## config.mk

```make
export PLATFORM = sky130hd
export DESIGN_NAME = pattern_detector
export DESIGN_NICKNAME = d
export VERILOG_FILES = /design/src/rtl/pattern_detector.sv
export SDC_FILE = /design/constraint.sdc
export NUM_CORES = 1
export LEC_CHECK = 0
export CORE_AREA = 3 3 40 42
export DETAILED_ROUTE_END_ITERATION = 8
export DIE_AREA = 0 0 43 45
export GPL_TIMING_DRIVEN = 0
export PLACE_DENSITY = 0.74
export SYNTH_ARGS = -nofsm -noshare
export SYNTH_HDL_FRONTEND = slang
export SYNTH_SLANG_ARGS = --single-unit
```

## constraint.sdc

```tcl
create_clock -name clock -period 3.82 [get_ports clock]
set_input_delay 1.146 -clock clock [delete_from_list [all_inputs] [get_ports clock]]
set_output_delay 1.146 -clock clock [all_outputs]
set_load 0.01 [all_outputs]
```

## src/rtl/pattern_detector.sv

```systemverilog
// Serial bit-pattern detector: a KMP transition table built from PATTERN at
// elaboration drives a prefix-length state register, a match pulse and a counter.
module pattern_detector #(
    parameter int                 PAT_LEN = 4,
    parameter logic [PAT_LEN-1:0] PATTERN = 4'b1011,
    parameter int                 OVERLAP = 1,
    parameter int                 CNT_W   = 8,
    localparam int                SW      = $clog2(PAT_LEN + 1)
) (
    input  logic             clock,
    input  logic             reset,
    input  logic             x_in,
    input  logic             x_valid,
    output logic             y_out,
    output logic [CNT_W-1:0] match_count,
    output logic [SW-1:0]    state_out
);

    localparam int ENTRY_W = SW + 1;
    localparam int TBL_W   = 2 * PAT_LEN * ENTRY_W;
    localparam int ENTRIES = 2 ** (SW + 1);

    // Longest proper prefix of PATTERN that is also a suffix of it.
    function automatic int border();
        int   best;
        logic eq;
        best = 0;
        for (int k = 1; k < PAT_LEN; k++) begin
            eq = 1'b1;
            for (int j = 0; j < k; j++) begin
                if (PATTERN[PAT_LEN-1-j] != PATTERN[k-1-j]) eq = 1'b0;
            end
            if (eq) best = k;
        end
        return best;
    endfunction

    // Entry for (s, b) at index s*2+b holds {match, next_state}.
    function automatic logic [TBL_W-1:0] build_table();
        logic [TBL_W-1:0] tbl;
        logic [SW-1:0]    nxt;
        logic             eq;
        logic             tb;
        logic             hit;
        int               best;
        tbl = '0;
        for (int s = 0; s < PAT_LEN; s++) begin
            for (int b = 0; b < 2; b++) begin
                best = 0;
                for (int k = 1; k <= s + 1; k++) begin
                    eq = 1'b1;
                    for (int j = 0; j < k; j++) begin
                        tb = (s + 1 - k + j < s) ? PATTERN[PAT_LEN-1-(s+1-k+j)] : (b != 0);
                        if (tb != PATTERN[PAT_LEN-1-j]) eq = 1'b0;
                    end
                    if (eq) best = k;
                end
                hit = (best == PAT_LEN);
                if (hit) nxt = (OVERLAP != 0) ? SW'(border()) : '0;
                else     nxt = SW'(best);
                tbl[(s*2+b)*ENTRY_W +: ENTRY_W] = {hit, nxt};
            end
        end
        return tbl;
    endfunction

    localparam logic [TBL_W-1:0] TABLE = build_table();

    logic [ENTRY_W-1:0] tbl_rom [ENTRIES];
    logic [SW:0]        tbl_idx;
    logic [ENTRY_W-1:0] entry;
    logic [SW-1:0]      state;

    // Unreachable indices (state >= PAT_LEN) are tied to zero.
    for (genvar g = 0; g < ENTRIES; g++) begin : g_rom
        if (g < 2 * PAT_LEN) begin : g_used
            assign tbl_rom[g] = TABLE[g*ENTRY_W +: ENTRY_W];
        end else begin : g_unused
            assign tbl_rom[g] = '0;
        end
    end

    assign tbl_idx   = {state, x_in};
    assign entry     = tbl_rom[tbl_idx];
    assign state_out = state;

    always_ff @(posedge clock) begin
        if (!reset) begin
            state       <= '0;
            y_out       <= 1'b0;
            match_count <= '0;
        end else if (x_valid) begin
            state <= entry[SW-1:0];
            y_out <= entry[SW];
            if (entry[SW] && (match_count != {CNT_W{1'b1}})) begin
                match_count <= match_count + 1'b1;
            end
        end else begin
            y_out <= 1'b0;
        end
    end

endmodule

```

==> metrics.csv, run 1 <==
metric,value,unit
die width,43,um
Cells after Synth,66,
register-to-register setup slack,2.31,ns
gpl congestion,0.815,
DR iter-0 viols,13,
endpoints failing setup,0,
drt total wl,1.13,mm
Comb power frac,6.4,%
Synth Net Count,73,
"Max stage delay cell, worst path",clkdlybuf4s50_1,
GRT Util Overall,12.9,%
post-DP HPWL,868,um
CP Cell Sequence,clkdlybuf4s50_1,
Worst-path clk slew,0.07,ns
Syn Area/Cell,8.93,um2
max-slew violations,0,
clk_lat worst skew,0.27,ns
DRT Pass-1 Iters,2,
layout filler cell count,124,
Post-CTS Setup Bufs,0,
FP Rows,13,
CTS tree,built,
internal power,162,uW
number of CTS-inserted buffers,3,
CTS root buffer,clkbuf_4,
mapped cell area,589,um2
Core ar.,0.00128,mm2
Stages on worst setup path,1,
Sw Pwr,46.6,uW
Setup CP Type,flop to output port,
drt via density,5.42,
initial antenna violation count,0,
CP startpoint,match_count[2],
register bit total from synthesis,11,
ANT nets after route,0,
footprint of the multi-input gates,347,um2
# IOs,16,
wire length per cell,11.6,um
ys flop type,dfxtp_1,
Static Leak,0.000276,uW
CP endpoint kind,output port,
Layout area overhead,29.7,%
FF-to-FF Start,match_count[0],
# port buffers,13,
Hold Path Class,flop to flop,
Peak VDD IR,161,uV
post-cts resize count,0,
CP startpoint kind,flop,
Die H,45,um
Crit Path Max Fanout,8,
PD cells,273,mW/mm2
fin crit share,64.3,%
"Net count, final",91,
"CP delay by family, top",buffers and inverters,
Buf/Inv on CP,1,
"Hold Vio Cnt, Final",0,
Sink Count,11,
MaxCap Viol Count,0,
fmax,0.407,GHz
Async SR Flop Fraction,0,%
r2r endpoint,match_count[3],
hold_buf cts,0,
Period minus WS final,2.46,ns
CP Data Arrival Time,1.31,ns
sequential area share after synthesis,37.4,%
number of diodes,0,
Worst Clk Skew,0.000326,ns
RSZ-0062 raised after global routing,no,
Ys Warns,0,
post-synthesis cell type count,28,
switching power share of the total,22.3,%
initial core utilization,45.9,%
CTS max path bufs,2,
largest net degree at the start of global routing,11,
Sequential Area,220,um2
H-Tree Depth,1,
min-delay src,match_count[1],
number of global-route vias before repair,445,
crit path capture,match_count[2],
GRT overflow,0,
Vias,531,
Worst EP required,2.67,ns
Critical Path Max Stage Delay,0.59,ns
clock share of power,37.8,%
hold_ws,0.527,ns
R2R cell count,4,
die area,0.00194,mm2
"commonest non-fill, non-tap cell in the layout",clkdlybuf4s50_1,
"leading cell types in the layout, fill and taps excluded","13 x clkdlybuf4s50_1, 11 x dfxtp_1, 8 x nand2_1",
first-pass GRT wire length,1.86,mm
Post-synth EDFFs,0,
Remaining DRCs,0,
Seq pwr share,55.8,%
setup TNS,0,ns
status,finished clean,
layout cell share with drive strength beyond 1,9.64,%
power by group through the flow:
stage          clock network, uW  logic [uW]  registers (uW)
2_1_floorplan                  0        7.02             120
3_3_place_gp                   0        13.3             119
3_5_place_dp                   0        13.5             119
4_1_cts                     81.9        13.6             117
5_1_grt                     88.8        14.9             117
6_report                    79.0        13.5             117
worst min path at each step:
| stage | endpoint | slack, ns | depth (start not counted) |
|---|---|---|---|
| after detailed placement | match_count[1] | 0.52 | 2 |
| after CTS | match_count[1] | 0.53 | 2 |
| final | match_count[1] | 0.53 | 2 |
| after floorplan | state_out[1] | 0.53 | 2 |
| after global placement | match_count[1] | 0.51 | 2 |
| after global routing | state_out[1] | 0.57 | 2 |
worst min-delay path: stages (launching register included):
cell and delay [ns]:
dfxtp_1 0.36, nand2_1 0.07, mux2i_1 0.05
metal layers:
metal / global-route usage, % / wire [um]
met1: 16.8 / 565
met2: 19.2 / 474
met3: 3.98 / 73
met4: 7.23 / 21
met5: 0 / 0
cell families (layout without fill, tap and decap cells):
| group | count (synthesis) | count (layout) | share of synthesized area, % |
|---|---|---|---|
| muxes | 5 | 5 | 8.49 |
| DFF | 11 | 11 | 37.4 |
| other | 1 | 1 | 0.636 |
| buffers and inverters | 5 | 22 | 3.82 |
| AOI/OAI and AO/OA | 10 | 10 | 12.5 |
| adders and majority gates | 3 | 3 | 6.37 |
| and+or+nand+nor | 31 | 31 | 30.8 |
through the flow:
| stage | power [uW] | util (%) | instance area (um2) | setup slack, ns | cells |
|---|---|---|---|---|---|
| CTS | 212 | 59.5 | 764 | 1.35 | 98 |
| global placement | 133 | 57.4 | 738 | 1.20 | 94 |
| finish | 209 | 59.5 | 764 | 1.36 | 98 |
| global route | 221 | 59.5 | 764 | 1.31 | 98 |
| detailed placement | 133 | 57.4 | 738 | 1.18 | 94 |
| floorplan | 127 | - | 589 | 1.80 | 66 |
state kept, by name, summed over array words and instances, names as in the netlist:
signal	count
match_count	8
y_out	1
state_out	2
cell usage after synthesis (2+ instances only):
cell      count  area, um2
mux2i_1       5       50.1
and4_1        3       26.3
nand3_1       3       15.0
nand4_1       2       12.5
inv_1         3       11.3
a31oi_1       2       12.5
a211oi_1      2       15.0
nand2b_1      3       18.8
a21oi_1       3       15.0
ha_1          3       37.5
dfxtp_1      11        220
nor4_1        2       12.5
nand2_1       8       30.0
nor2_1        2       7.51
cell type report:
| class | count | area share (%) |
|---|---|---|
| Multi-Input combinational cell | 50 | 45.3 |
| Sequential cell | 11 | 28.8 |
| Timing Repair Buffer | 13 | 17.0 |
| Clock buffer | 4 | 3.44 |
| Tap cell | 15 | 2.45 |
| Buffer | 2 | 1.47 |
| Inverter | 3 | 1.47 |
Note: power is estimated with default switching activity, not from simulation.
==> inputs of run 2 (changes only) <==
--- a/config.mk
+++ b/config.mk
@@ -5,11 +5,11 @@
 export SDC_FILE = /design/constraint.sdc
 export NUM_CORES = 1
 export LEC_CHECK = 0
-export CORE_AREA = 3 3 40 42
+export CORE_MARGIN = 3
+export CORE_UTILIZATION = 40
 export DETAILED_ROUTE_END_ITERATION = 8
-export DIE_AREA = 0 0 43 45
 export GPL_TIMING_DRIVEN = 0
-export PLACE_DENSITY = 0.74
+export PLACE_DENSITY = 0.71
 export SYNTH_ARGS = -nofsm -noshare
 export SYNTH_HDL_FRONTEND = slang
 export SYNTH_SLANG_ARGS = --single-unit
==> constraint.sdc (replaced) <==
create_clock -name clock -period 2 [get_ports clock]
set_input_delay 0.6 -clock clock [delete_from_list [all_inputs] [get_ports clock]]
set_output_delay 0.6 -clock clock [all_outputs]
set_load 0.01 [all_outputs]
==> run 2 against run 1 <==
- via count shrank 0.75%
- utilization shrank 2.2 points
- power grew 91%
- sequential cell count is the same
- first-iteration DRC count shrank 31%
- sequential share of layout area is the same
- global-route usage grew 1.7 points
- clock skew grew 0.0027 ns
- critical path depth is the same
- register-to-register slack lost 1.8 ns
- hold slack gained 0.0029 ns
==> metrics.csv, run 2 (synthesis gave the netlist of run 1 again) <==
metric,value,unit
number of CTS-inserted buffers,3,
max-slew violations,0,
Worst-path clk slew,0.06,ns
"Max stage delay cell, worst path",clkdlybuf4s50_1,
Area after DPL,738,um2
CP Data Arrival Time,1.30,ns
endpoints failing setup,0,
Buf/Inv on CP,1,
CP Cell Sequence,clkdlybuf4s50_1,
die area,0.00197,mm2
CTS tree,built,
Setup CP Type,flop to output port,
DR iter-0 viols,9,
"Hold Vio Cnt, Final",0,
"CP delay by family, top",buffers and inverters,
dpl ws,-0.0917,ns
die width,44.4,um
MaxCap Viol Count,0,
Crit Path Max Fanout,8,
"commonest non-fill, non-tap cell in the layout",clkdlybuf4s50_1,
Peak VDD IR,349,uV
CP endpoint kind,output port,
hold_ws,0.530,ns
Layout area overhead,29.7,%
CTS max path bufs,2,
number of global-route vias before repair,454,
GRT overflow,0,
# IOs,16,
gpl congestion,0.795,
# port buffers,13,
first-pass GRT wire length,2.06,mm
hold_buf cts,0,
drt total wl,1.16,mm
drt via density,5.38,
Worst Clk Skew,0.00307,ns
CP startpoint kind,flop,
status,finished clean,
H-Tree Depth,1,
RSZ-0062 raised after global routing,no,
Vias,527,
fin crit share,95.1,%
post-cts resize count,0,
Post-CTS Setup Bufs,0,
PD cells,521,mW/mm2
Hold Path Class,flop to flop,
design area,764,um2
clk_lat worst skew,0.27,ns
largest net degree at the start of global routing,11,
DRT Pass-1 Iters,4,
Final Util,57.3,%
"leading cell types in the layout, fill and taps excluded","13 x clkdlybuf4s50_1, 11 x dfxtp_1, 8 x nand2_1",
Core ar.,0.00133,mm2
Sink Count,11,
GRT Util Overall,14.6,%
layout cell share with drive strength beyond 1,9.64,%
ANT nets after route,0,
initial antenna violation count,0,
Remaining DRCs,0,
number of diodes,0,
CTS root buffer,clkbuf_4,
Die H,44.4,um
Worst EP required,1.40,ns
fmax,0.526,GHz
Static Leak,0.000276,uW
Largest Register,match_count,
wire length per cell,11.9,um
PnR worst setup slack,0.0976,ns
"Net count, final",91,
initial core utilization,44.2,%
post-DP HPWL,869,um
FP Rows,13,
max reg flops,8,
Critical Path Max Stage Delay,0.58,ns
Period minus WS final,1.90,ns
run 2: per-stage QoR:
stage / std cells / setup TNS (ns) / power, uW
final: 98 / 0 / 399
after CTS: 98 / 0 / 408
after global placement: 94 / -0.250 / 253
after global routing: 98 / 0 / 421
after floorplan: 66 / 0 / 242
after detailed placement: 94 / -0.293 / 254
run 2: area by class of cell:
class                      count  area, um2
buffer                         2       11.3
clock buffer                   4       26.3
fill                         131        569
inverter                       3       11.3
multi-input combinational     50        347
sequential                    11        220
tap                           15       18.8
timing repair buffer          13        130
run 2: path summary, 6_finish.rpt:
path / from / endpoint / slack (ns) / cells past startpoint
setup / recovery: match_count[2] / match_count[2] / 0.1 / 1
hold / removal: match_count[0] / match_count[0] / 0.53 / 2
setup reg to reg: match_count[0] / match_count[1] / 0.51 / 4
hold reg to reg: match_count[0] / match_count[0] / 0.53 / 2
run 2: per-layer routing:
layer  part of all wire (%)  global-route usage [%]  vias to the layer above
li1                       -                       -                      278
met1                     47                    18.0                      230
met2                     45                    20.9                       15
met3                    5.8                    6.10                        4
met4                    1.8                    9.04                        0
met5                      0                       0                        -
run 2: power by group:
group          switching [uW]  total [uW]  internal, uW  leakage [uW]
combinational            13.4        26.0          12.6      0.000172
clock                    72.4         150          77.4     0.0000150
sequential               1.96         223           221     0.0000888
total                    87.8         399           311      0.000276
